===== config.mk =====
export PLATFORM = sky130hd
export DESIGN_NAME = despachador_destinos
export DESIGN_NICKNAME = d
export VERILOG_FILES = /design/src/rtl/despachador_destinos_pkg.sv /design/src/rtl/cola_destinos.sv /design/src/rtl/despachador_destinos.sv
export SDC_FILE = /design/constraint.sdc
export NUM_CORES = 1
export LEC_CHECK = 0
export BUFFER_PORTS_ARGS = -buffer_cell sky130_fd_sc_hd__buf_2
export CORE_AREA = 4 4 64 66
export DETAILED_ROUTE_END_ITERATION = 8
export DIE_AREA = 0 0 68 70
export GPL_TIMING_DRIVEN = 0
export PLACE_DENSITY = 0.63
export SLEW_MARGIN = 40
export SYNTH_ARGS = -nofsm -noshare
export SYNTH_HDL_FRONTEND = slang
export SYNTH_SLANG_ARGS = --single-unit

===== constraint.sdc =====
create_clock -name clk -period 3.1 [get_ports clk]
set_clock_uncertainty 0.05 [all_clocks]
set_input_delay 0.31 -clock clk [delete_from_list [all_inputs] [get_ports clk]]
set_output_delay 0.31 -clock clk [all_outputs]
set_load 0.005 [all_outputs]

===== src/rtl/despachador_destinos_pkg.sv =====
// -----------------------------------------------------------------------------
// despachador_destinos_pkg
// Shared constants for the elevator destination dispatcher:
//   - floor codes (two-bit encoding of floors -1, 1, 2, 3)
//   - the "no destination" code driven on destino
//   - dispatcher FSM state encodings
// -----------------------------------------------------------------------------
package despachador_destinos_pkg;

   localparam logic [1:0] MENOS_UNO = 2'b00;
   localparam logic [1:0] UNO       = 2'b01;
   localparam logic [1:0] DOS       = 2'b10;
   localparam logic [1:0] TRES      = 2'b11;

   // MSB set means "no destination"; MSB clear means floor code in the LSBs.
   localparam logic [2:0] DESTINO_NADA = 3'b100;

   typedef enum logic [1:0] {
      ESPERA   = 2'b00,
      ASIGNADO = 2'b01,
      VIAJANDO = 2'b10
   } estado_t;

endpackage


===== src/rtl/cola_destinos.sv =====
// -----------------------------------------------------------------------------
// cola_destinos
// Small request FIFO holding floor codes waiting to be dispatched.
// Ports:
//   clk, rst        : clock, synchronous active-high reset
//   push, dato_in   : write request and data (ignored while llena)
//   pop             : read request (ignored while vacia)
//   dato_out        : current head entry (valid while vacia = 0)
//   vacia, llena    : FIFO empty / full flags
// Push and pop in the same cycle both take effect and leave the count unchanged.
// -----------------------------------------------------------------------------
module cola_destinos #(
   parameter int PROFUNDIDAD  = 4,
   parameter int ANCHO        = 2,
   parameter int ANCHO_CUENTA = 3
) (
   input  logic             clk,
   input  logic             rst,
   input  logic             push,
   input  logic [ANCHO-1:0] dato_in,
   input  logic             pop,
   output logic [ANCHO-1:0] dato_out,
   output logic             vacia,
   output logic             llena
);

   localparam int ANCHO_PTR = (PROFUNDIDAD > 1) ? $clog2(PROFUNDIDAD) : 1;

   logic [ANCHO-1:0]        mem [PROFUNDIDAD];
   logic [ANCHO_PTR-1:0]    wr_ptr_q, wr_ptr_d;
   logic [ANCHO_PTR-1:0]    rd_ptr_q, rd_ptr_d;
   logic [ANCHO_CUENTA-1:0] cuenta_q, cuenta_d;
   logic                    push_ok, pop_ok;

   // Pointers wrap explicitly so depths that are not a power of two still work.
   function automatic logic [ANCHO_PTR-1:0] siguiente(input logic [ANCHO_PTR-1:0] p);
      if (p == ANCHO_PTR'(PROFUNDIDAD - 1)) begin
         return '0;
      end
      return p + ANCHO_PTR'(1);
   endfunction

   assign vacia    = (cuenta_q == '0);
   assign llena    = (int'(cuenta_q) == PROFUNDIDAD);
   assign push_ok  = push & ~llena;
   assign pop_ok   = pop & ~vacia;
   assign dato_out = mem[rd_ptr_q];

   always_comb begin
      wr_ptr_d = wr_ptr_q;
      rd_ptr_d = rd_ptr_q;
      cuenta_d = cuenta_q;
      if (push_ok) begin
         wr_ptr_d = siguiente(wr_ptr_q);
      end
      if (pop_ok) begin
         rd_ptr_d = siguiente(rd_ptr_q);
      end
      case ({push_ok, pop_ok})
         2'b10:   cuenta_d = cuenta_q + ANCHO_CUENTA'(1);
         2'b01:   cuenta_d = cuenta_q - ANCHO_CUENTA'(1);
         default: cuenta_d = cuenta_q;
      endcase
   end

   always_ff @(posedge clk) begin
      if (rst) begin
         wr_ptr_q <= '0;
         rd_ptr_q <= '0;
         cuenta_q <= '0;
      end else begin
         wr_ptr_q <= wr_ptr_d;
         rd_ptr_q <= rd_ptr_d;
         cuenta_q <= cuenta_d;
      end
   end

   // Storage carries no reset; only pointers and count define validity.
   always_ff @(posedge clk) begin
      if (push_ok) begin
         mem[wr_ptr_q] <= dato_in;
      end
   end

endmodule


===== src/rtl/despachador_destinos.sv =====
// -----------------------------------------------------------------------------
// despachador_destinos
// Collects elevator call buttons, queues accepted calls in arrival order and
// issues them one at a time to the elevator.
// Ports:
//   clk, rst    : clock, synchronous active-high reset
//   boton       : call buttons (level), one bit per floor code
//   piso        : current elevator floor code
//   ocupado     : elevator busy (travelling or doors dwelling)
//   destino     : issued destination, MSB set = none, else {0, floor code}
//   pendientes  : call lamps, set while a floor's call is unserved
//   cola_vacia  : request FIFO empty
//   cola_llena  : request FIFO full
// -----------------------------------------------------------------------------
module despachador_destinos
   import despachador_destinos_pkg::*;
#(
   parameter int PROFUNDIDAD = 4,
   parameter int ANCHO_PISO  = 2
) (
   input  logic                       clk,
   input  logic                       rst,
   input  logic [2**ANCHO_PISO-1:0]   boton,
   input  logic [ANCHO_PISO-1:0]      piso,
   input  logic                       ocupado,
   output logic [ANCHO_PISO:0]        destino,
   output logic [2**ANCHO_PISO-1:0]   pendientes,
   output logic                       cola_vacia,
   output logic                       cola_llena
);

   localparam int N = 2**ANCHO_PISO;
   localparam logic [ANCHO_PISO:0] NADA = {1'b1, {ANCHO_PISO{1'b0}}};

   logic [N-1:0]          boton_q;
   logic [N-1:0]          pendientes_q, pendientes_d;
   logic [N-1:0]          por_encolar_q, por_encolar_d;
   logic [N-1:0]          flanco, aceptada, sel_bajo;
   estado_t               estado_q, estado_d;
   logic [ANCHO_PISO:0]   destino_q, destino_d;
   logic [ANCHO_PISO-1:0] dato_push, cabeza;
   logic                  push, pop, vacia, llena, servir;
   logic                  reposo;

   // Elevator parked and idle: a call for the floor it is standing on is moot.
   assign reposo = (estado_q == ESPERA) && !ocupado;

   for (genvar gi = 0; gi < N; gi++) begin : g_boton
      assign flanco[gi]   = boton[gi] & ~boton_q[gi];
      assign aceptada[gi] = flanco[gi] & ~pendientes_q[gi]
                            & ~(reposo && (piso == ANCHO_PISO'(gi)));
   end

   // Isolate the lowest pending-to-enqueue bit (two's complement trick).
   assign sel_bajo = por_encolar_q & (~por_encolar_q + N'(1));

   always_comb begin
      dato_push = '0;
      for (int i = 0; i < N; i++) begin
         if (sel_bajo[i]) begin
            dato_push = ANCHO_PISO'(i);
         end
      end
   end

   assign push = (|por_encolar_q) && !llena;
   assign pop  = (estado_q == ESPERA) && !vacia && !ocupado;

   cola_destinos #(
      .PROFUNDIDAD  (PROFUNDIDAD),
      .ANCHO        (ANCHO_PISO),
      .ANCHO_CUENTA (ANCHO_PISO + 1)
   ) u_cola (
      .clk      (clk),
      .rst      (rst),
      .push     (push),
      .dato_in  (dato_push),
      .pop      (pop),
      .dato_out (cabeza),
      .vacia    (vacia),
      .llena    (llena)
   );

   always_comb begin
      estado_d      = estado_q;
      destino_d     = destino_q;
      servir        = 1'b0;
      pendientes_d  = pendientes_q | aceptada;
      por_encolar_d = por_encolar_q | aceptada;
      if (push) begin
         por_encolar_d = por_encolar_d & ~sel_bajo;
      end

      case (estado_q)
         ESPERA: begin
            if (pop) begin
               destino_d = {1'b0, cabeza};
               estado_d  = ASIGNADO;
            end
         end
         ASIGNADO: begin
            if (ocupado) begin
               estado_d = VIAJANDO;
            end else if (piso == destino_q[ANCHO_PISO-1:0]) begin
               // Already at the requested floor: served without moving.
               servir = 1'b1;
            end
         end
         VIAJANDO: begin
            if (!ocupado) begin
               servir = 1'b1;
            end
         end
         default: estado_d = ESPERA;
      endcase

      if (servir) begin
         pendientes_d[destino_q[ANCHO_PISO-1:0]] = 1'b0;
         destino_d = NADA;
         estado_d  = ESPERA;
      end
   end

   always_ff @(posedge clk) begin
      if (rst) begin
         // Copy the live buttons so one held through reset is not a press.
         boton_q       <= boton;
         pendientes_q  <= '0;
         por_encolar_q <= '0;
         estado_q      <= ESPERA;
         destino_q     <= NADA;
      end else begin
         boton_q       <= boton;
         pendientes_q  <= pendientes_d;
         por_encolar_q <= por_encolar_d;
         estado_q      <= estado_d;
         destino_q     <= destino_d;
      end
   end

   assign destino    = destino_q;
   assign pendientes = pendientes_q;
   assign cola_vacia = vacia;
   assign cola_llena = llena;

endmodule


**Word-level counts from Yosys, hierarchy flattened**

Memory sizes are Yosys's and may differ from the RTL's. A register that Yosys moved wholly into a read port is not among the register bits.
Cells that the tools add are included.

- Add/subtract/negate cells: 5
- $lt $le $gt $ge: 2
- Eq/ne operators: 13
- Multiplexer cells: 25
- Bitwise logic cells: 37
- Reduce and logical (&&, ||, !) cells: 20

Operators by type and width:

| cell | count |
|---|---|
| 2-to-1 mux 2 bit | 8 |
| NOT 1 bit | 15 |
| AND 1 bit | 14 |
| AND 4 bit | 3 |
| == test 2 bit (second input constant) | 6 |
| NOT 4 bit | 3 |
| 2-to-1 mux 1 bit | 11 |
| logical AND 1 bit | 9 |
| 2-to-1 mux 4 bit | 2 |
| bitwise OR 4 bit | 2 |
| == test 2 x 1 -> 1 bit (second input constant) | 3 |
| one-hot mux 2 bit (3 select lines) | 1 |
| one-hot mux 3 bit (2 select lines) | 1 |
| adder 2 x 1 -> 2 bit (second input constant) | 2 |
| adder 4 x 1 -> 4 bit (second input constant) | 1 |
| zero test 2 bit | 2 |
| OR reduction 4 bit | 1 |
| adder 3 x 1 -> 3 bit (second input constant) | 1 |
| == test 3 bit (second input constant) | 1 |
| zero test 1 bit | 3 |
| zero test 3 bit | 1 |
| < comparator 2 x 3 -> 1 bit (second input constant) | 1 |
| AND reduction 3 bit | 1 |
| subtractor 3 x 1 -> 3 bit (second input constant) | 1 |
| 9 further kinds | 9 |

- Bits in registers: 24
- Bits in writable memories: 8
- Input port bits: 9
- Output and inout port bits: 9
- Memories: 1

Memory list:

| name | words | width | rd ports | clocked after memory_dff | write ports | RTL line | source |
|---|---|---|---|---|---|---|---|
| u_cola.mem | 4 | 2 | 1 | 1 | 1 | cola_destinos.sv:29 | `logic [ANCHO-1:0] mem [PROFUNDIDAD];` |

**Longest topological paths before layout**

- Depth after elaboration: 8
- Mapped depth: 11

**Cells and area by module**

A second synthesis with hierarchy kept.

- Cell total of the unflattened synthesis: 155
- Area total of the unflattened synthesis: 1606.5 sq um

Modules (own cells, without submodules):

| module | instances | cells an instance | area an instance (sq um) | seq. area each (sq um) |
|---|---|---|---|---|
| despachador_destinos | 1 | 91 | 823.3 | 340.3 |
| cola_destinos | 1 | 64 | 783.3 | 420.4 |

**Least setup slack after synthesis**

OpenSTA, ideal clock, no wires.

- Path kind: register -> register
- From: register por_encolar_q[3]
- To: register u_cola.cuenta_q[2]
- Data arrival time: 2.157 ns
- Required time: 2.979 ns
- Slack: 0.823 ns
- Stages on the path, launching flop included: 10
- Buffers on the path: 0
- Clock period less this slack: 2.277 ns
- Cell sequence: dfxtp_1 -> nor4_1 -> nor2_1 -> inv_1 -> ha_1 -> inv_1 -> fa_1 -> xor2_1 -> or3_1 -> a21oi_1

- Longest elaborated chain between the ends: 5
- Elaborated cells between the ends (all ways): 7
- Classes of those cells: eq/ne (2); mux (1); bitwise (1); reduce/logical (3)

Ends and longest elaborated chain:

| item | RTL line | source |
|---|---|---|
| start, declared | despachador_destinos.sv:37 | `logic [N-1:0] por_encolar_q, por_encolar_d;` |
| start signal, assigned | despachador_destinos.sv:135 | `por_encolar_q <= por_encolar_d;` |
| OR reduction 4 bit (*) | despachador_destinos.sv:66 | `assign push = (\|por_encolar_q) && !llena;` |
| logical AND 1 bit (*) | despachador_destinos.sv:66 |  |
| AND 1 bit (*) | cola_destinos.sv:45 | `assign push_ok = push & ~llena;` |
| == test 2 x 1 -> 1 bit / == test 2 bit (equally long branches) | cola_destinos.sv:59 | `case ({push_ok, pop_ok})` |
| one-hot mux 3 bit (2 select lines) / nonzero test 2 bit (equally long branches) | -- |  |
| end signal, assigned | cola_destinos.sv:74 | `cuenta_q <= cuenta_d;` |
| end, declared | cola_destinos.sv:32 | `logic [ANCHO_CUENTA-1:0] cuenta_q, cuenta_d;` |

Every way passes the cells marked *; elsewhere a longest branch is shown, timed or not.
A chain may end at the register's enable or synchronous reset.

**Final worst setup path**

- From: register por_encolar_q[1]
- To: register u_cola.cuenta_q[2]

The elaborated chain is that of the path after synthesis.

==> results.sh <==
export IMPL_status="completed"
export IMPL_worstPathArrival_ps=2900
export IMPL_detailedRoute_firstIterationViolations=81
export IMPL_synth_top_family_by_area="simple AND/OR/NAND/NOR gates"
export IMPL_max_frequency_mhz=373
export IMPL_max_slew_margin_pct=52.8
export IMPL_grt_start_max_net_pins=11
export IMPL_async_reset_ff_share_pct=0
export IMPL_hpwlAfterDp_mm=2.58
export IMPL_pwr_share_clk_pct=16.8
export IMPL_port_buffer_count=17
export IMPL_area_growth_syn_to_layout_pct=12.3
export IMPL_yosys_mux_area_fraction_pct=2.89
export IMPL_postRouteWirelength_mm=3.43
export IMPL_antenna_violating_nets_post_route=0
export IMPL_clk_insertion_delay_late_ps=330
export IMPL_leakage_nw=0.662
export IMPL_timing_critical_path_required_ps=3320
export IMPL_final_period_minus_worst_setup_slack_ps=2680
export IMPL_net_switching_power_mw=0.507
export IMPL_cp_max_fo=6
export IMPL_hold_buffers=0
export IMPL_cts_buffers_inserted=5
export IMPL_synth_fa_ha_area_share_pct=9.31
export IMPL_postSynthRegisterBits=32
export IMPL_synth_simple_gate_area_share_pct=19.1
export IMPL_cts_setup_buffers=0
export IMPL_synth_seq_area_share_pct=46.2
export IMPL_avgSynthCellArea_um2=10.3
export IMPL_placeableCoreArea_um2=3580
export IMPL_total_via_count_after_detailed_routing=1232
export IMPL_top_level_ports=18
export IMPL_global_route_usage_total_pct=16.4
export IMPL_routed_wire_length_per_instance_um=15.3
export IMPL_place_gp_congestion=0.793
export IMPL_cp_end_kind="register"
export IMPL_setup_tns_ps=0
export IMPL_post_synth_edffs=8
export IMPL_final_net_count=196
export IMPL_timing_worst_slew_pin_value_ps=697
export IMPL_postSynthCellCount=152
export IMPL_first_pass_iters=4
export IMPL_seq_power_share_pct=44.1
export IMPL_vias_per_cell=5.50
export IMPL_post_cts_resize_count=0
export IMPL_grt_ovfl_total=0
export IMPL_cts_htree_levels=2
export IMPL_worst_hold_path_type="primary input to register"
export IMPL_clock_tree_root_cell="sky130_fd_sc_hd__clkbuf_4"
export IMPL_placementRows=22
export IMPL_netSwitchingFraction_pct=38.4
export IMPL_drv_slew=0
export IMPL_reg2reg_slack_ps=420
export IMPL_die_w_um=68
export IMPL_die_height_um=70
export IMPL_first_global_vias=1307
export IMPL_combPwrFrac_pct=39.1
export IMPL_synth_xor_xnor_area_share_pct=2.25
export IMPL_remaining_drc_errors=0
export IMPL_synth_net_count=172
export IMPL_ys_types=39
export IMPL_classification_of_the_worst_setup_path="register to register"
export IMPL_numClockSinks=32
export IMPL_antennaDiodeCount=0
export IMPL_initial_utilization_pct=43.6
export IMPL_post_route_cells_drive_above_1_share_pct=17.0
export IMPL_worst_setup_hold_path_clk_slew_ps=100
export IMPL_peakVddDrop_v=0.000247
export IMPL_final_hold_viols=0
export IMPL_mappedNetlistArea_um2=1560
export IMPL_cap_viol_max_count=0
export IMPL_place_detailed_instances=217
export IMPL_cell_internal_pwr_mw=0.813
export IMPL_report_final_setup_viol=0
export IMPL_cts_max_path_buffers=2
export IMPL_grt_pass1_wl_mm=5.93
export IMPL_final_min_period_over_clock_period_pct=86.4
export IMPL_grt_setup_unrepaired="false"
export IMPL_dieArea_um2=4760
export IMPL_power_density_nw_per_um2=754
export IMPL_cp_start_kind="register"
export IMPL_fin_hold_ws_ps=56.4
export IMPL_layout_cells_non_filler=224
export IMPL_holdPathStages=1
export IMPL_share_of_the_synthesized_area_in_compound_gates_ao_oa_aoi_oai_pct=16.5
export IMPL_yosys_most_used_dff="sky130_fd_sc_hd__dfxtp_1"
export IMPL_yosysWarnings=0
export IMPL_number_of_antenna_violations_at_the_first_check_in_global_routing=0
export IMPL_cts_tree="yes"
export IMPL_worst_r2r_path_depth=9
-- flip-flops by register name, summed over array words and instances (netlist names) --
name	cells
destino	3
u_cola.rd_ptr_q	2
u_cola.wr_ptr_q	2
boton_q	4
u_cola.mem	8
por_encolar_q	4
u_cola.cuenta_q	3
pendientes	4
estado_q	2
-- worst max-delay path, cell delays in order (launching register included) --
cell                      delay, ps
sky130_fd_sc_hd__dfxtp_1        380
sky130_fd_sc_hd__nor4_1         640
sky130_fd_sc_hd__nor2_1         210
sky130_fd_sc_hd__inv_1          100
sky130_fd_sc_hd__ha_1           180
sky130_fd_sc_hd__inv_1           60
sky130_fd_sc_hd__fa_1           370
sky130_fd_sc_hd__xor2_1         160
sky130_fd_sc_hd__or3_1          320
sky130_fd_sc_hd__a21oi_1        140
-- area by class of cell --
cell class	count	area [µm²]
plain buffers	3	15.0
flip-flops and latches	32	721
well taps	48	60.1
fillers	350	1830
clock buffers	6	41.3
repair buffers	17	85.1
multi-input cells	106	779
inverters	11	43.8
clock inverters	1	5.00
-- path summary, 6_finish.rpt --
path	start	endpoint
worst max-delay path	por_encolar_q[1]	u_cola.cuenta_q[2]
worst min-delay path	boton[2]	boton_q[2]
worst max register to register	por_encolar_q[1]	u_cola.cuenta_q[2]
worst min register to register	destino[2]	destino[2]
-- synthesized netlist by cell type, types with 2 or more instances --
library cell	instances	area [µm²]
sky130_fd_sc_hd__nor2b_1	2	12.5
sky130_fd_sc_hd__clkbuf_1	2	7.51
sky130_fd_sc_hd__nor2_1	14	52.6
sky130_fd_sc_hd__mux4_2	2	45.0
sky130_fd_sc_hd__nand3b_1	3	22.5
sky130_fd_sc_hd__edfxtp_1	8	240
sky130_fd_sc_hd__xor2_1	4	35.0
sky130_fd_sc_hd__inv_1	10	37.5
sky130_fd_sc_hd__nand4b_1	2	17.5
sky130_fd_sc_hd__nand2_1	2	7.51
sky130_fd_sc_hd__and2_1	4	25.0
sky130_fd_sc_hd__nand4bb_1	2	22.5
sky130_fd_sc_hd__nand2b_1	3	18.8
sky130_fd_sc_hd__ha_1	10	125
sky130_fd_sc_hd__a21oi_1	12	60.1
sky130_fd_sc_hd__a311oi_1	3	26.3
sky130_fd_sc_hd__a211oi_1	5	37.5
sky130_fd_sc_hd__nand3_1	3	15.0
sky130_fd_sc_hd__a31oi_1	7	43.8
sky130_fd_sc_hd__dfxtp_1	24	480
sky130_fd_sc_hd__or4_1	2	15.0
sky130_fd_sc_hd__o21ai_0	8	40.0
sky130_fd_sc_hd__or4b_1	2	20.0
sky130_fd_sc_hd__nor3_1	2	10.0
sky130_fd_sc_hd__o21a_1	2	15.0
-- placed cells by master, fill, tap and decap left out, drive strengths merged --
cell and instances:
nand2b 3, mux4 2, inv 11, a31oi 7, or4 2, and2 4, a311oi 3, or3 2
nand3 3, or3b 1, nor3b 2, a31o 1, clkbuf 8, o41ai 1, nand4b 2, buf 18
ha 10, o31ai 1, fa 1, or4b 2, nand4bb 2, xor2 4, o21ai 8, dfxtp 24
nor2 14, o311ai 1, nor4 1, nand4 1, nand2 2, a21oi 12, edfxtp 8, nor3 2
o21a 2, a211oi 5, nand3b 3, nor2b 2, clkinv 1
-- power by group through the flow --
| stage | clock [mW] | sequential [mW] | combinational, mW |
|---|---|---|---|
| floorplan | 0 | 0.572 | 0.378 |
| CTS | 0.231 | 0.582 | 0.519 |
| finish | 0.222 | 0.582 | 0.516 |
| detailed placement | 0 | 0.591 | 0.515 |
| global route | 0.246 | 0.594 | 0.590 |
| global placement | 0 | 0.585 | 0.488 |
-- through the flow --
step / cell area (µm²) / total power [mW] / utilization, % / setup WS (ps)
global route: 1750 / 1.43 / 48.9 / 198
finish: 1750 / 1.32 / 48.9 / 420
global placement: 1700 / 1.07 / 47.6 / 545
CTS: 1750 / 1.33 / 48.9 / 404
detailed placement: 1700 / 1.11 / 47.6 / 421
floorplan: 1560 / 0.951 / - / 823
-- cells by family after synthesis --
group                    Yosys count
AO/OA/AOI/OAI                     41
XOR/XNOR                           4
adder cells (fa/ha/maj)           11
buffers and inverters             14
flip-flops                        32
multiplexers                       2
AND/OR/NAND/NOR                   48
-- metal layers --
layer / up-vias / global-route usage, % / routed length [µm]
li1: 611 / - / -
met1: 591 / 20.1 / 1510
met2: 23 / 26.6 / 1700
met3: 7 / 5.47 / 174
met4: 0 / 5.08 / 45
met5: - / 0 / 0
Power figures use the tool's default switching activity.
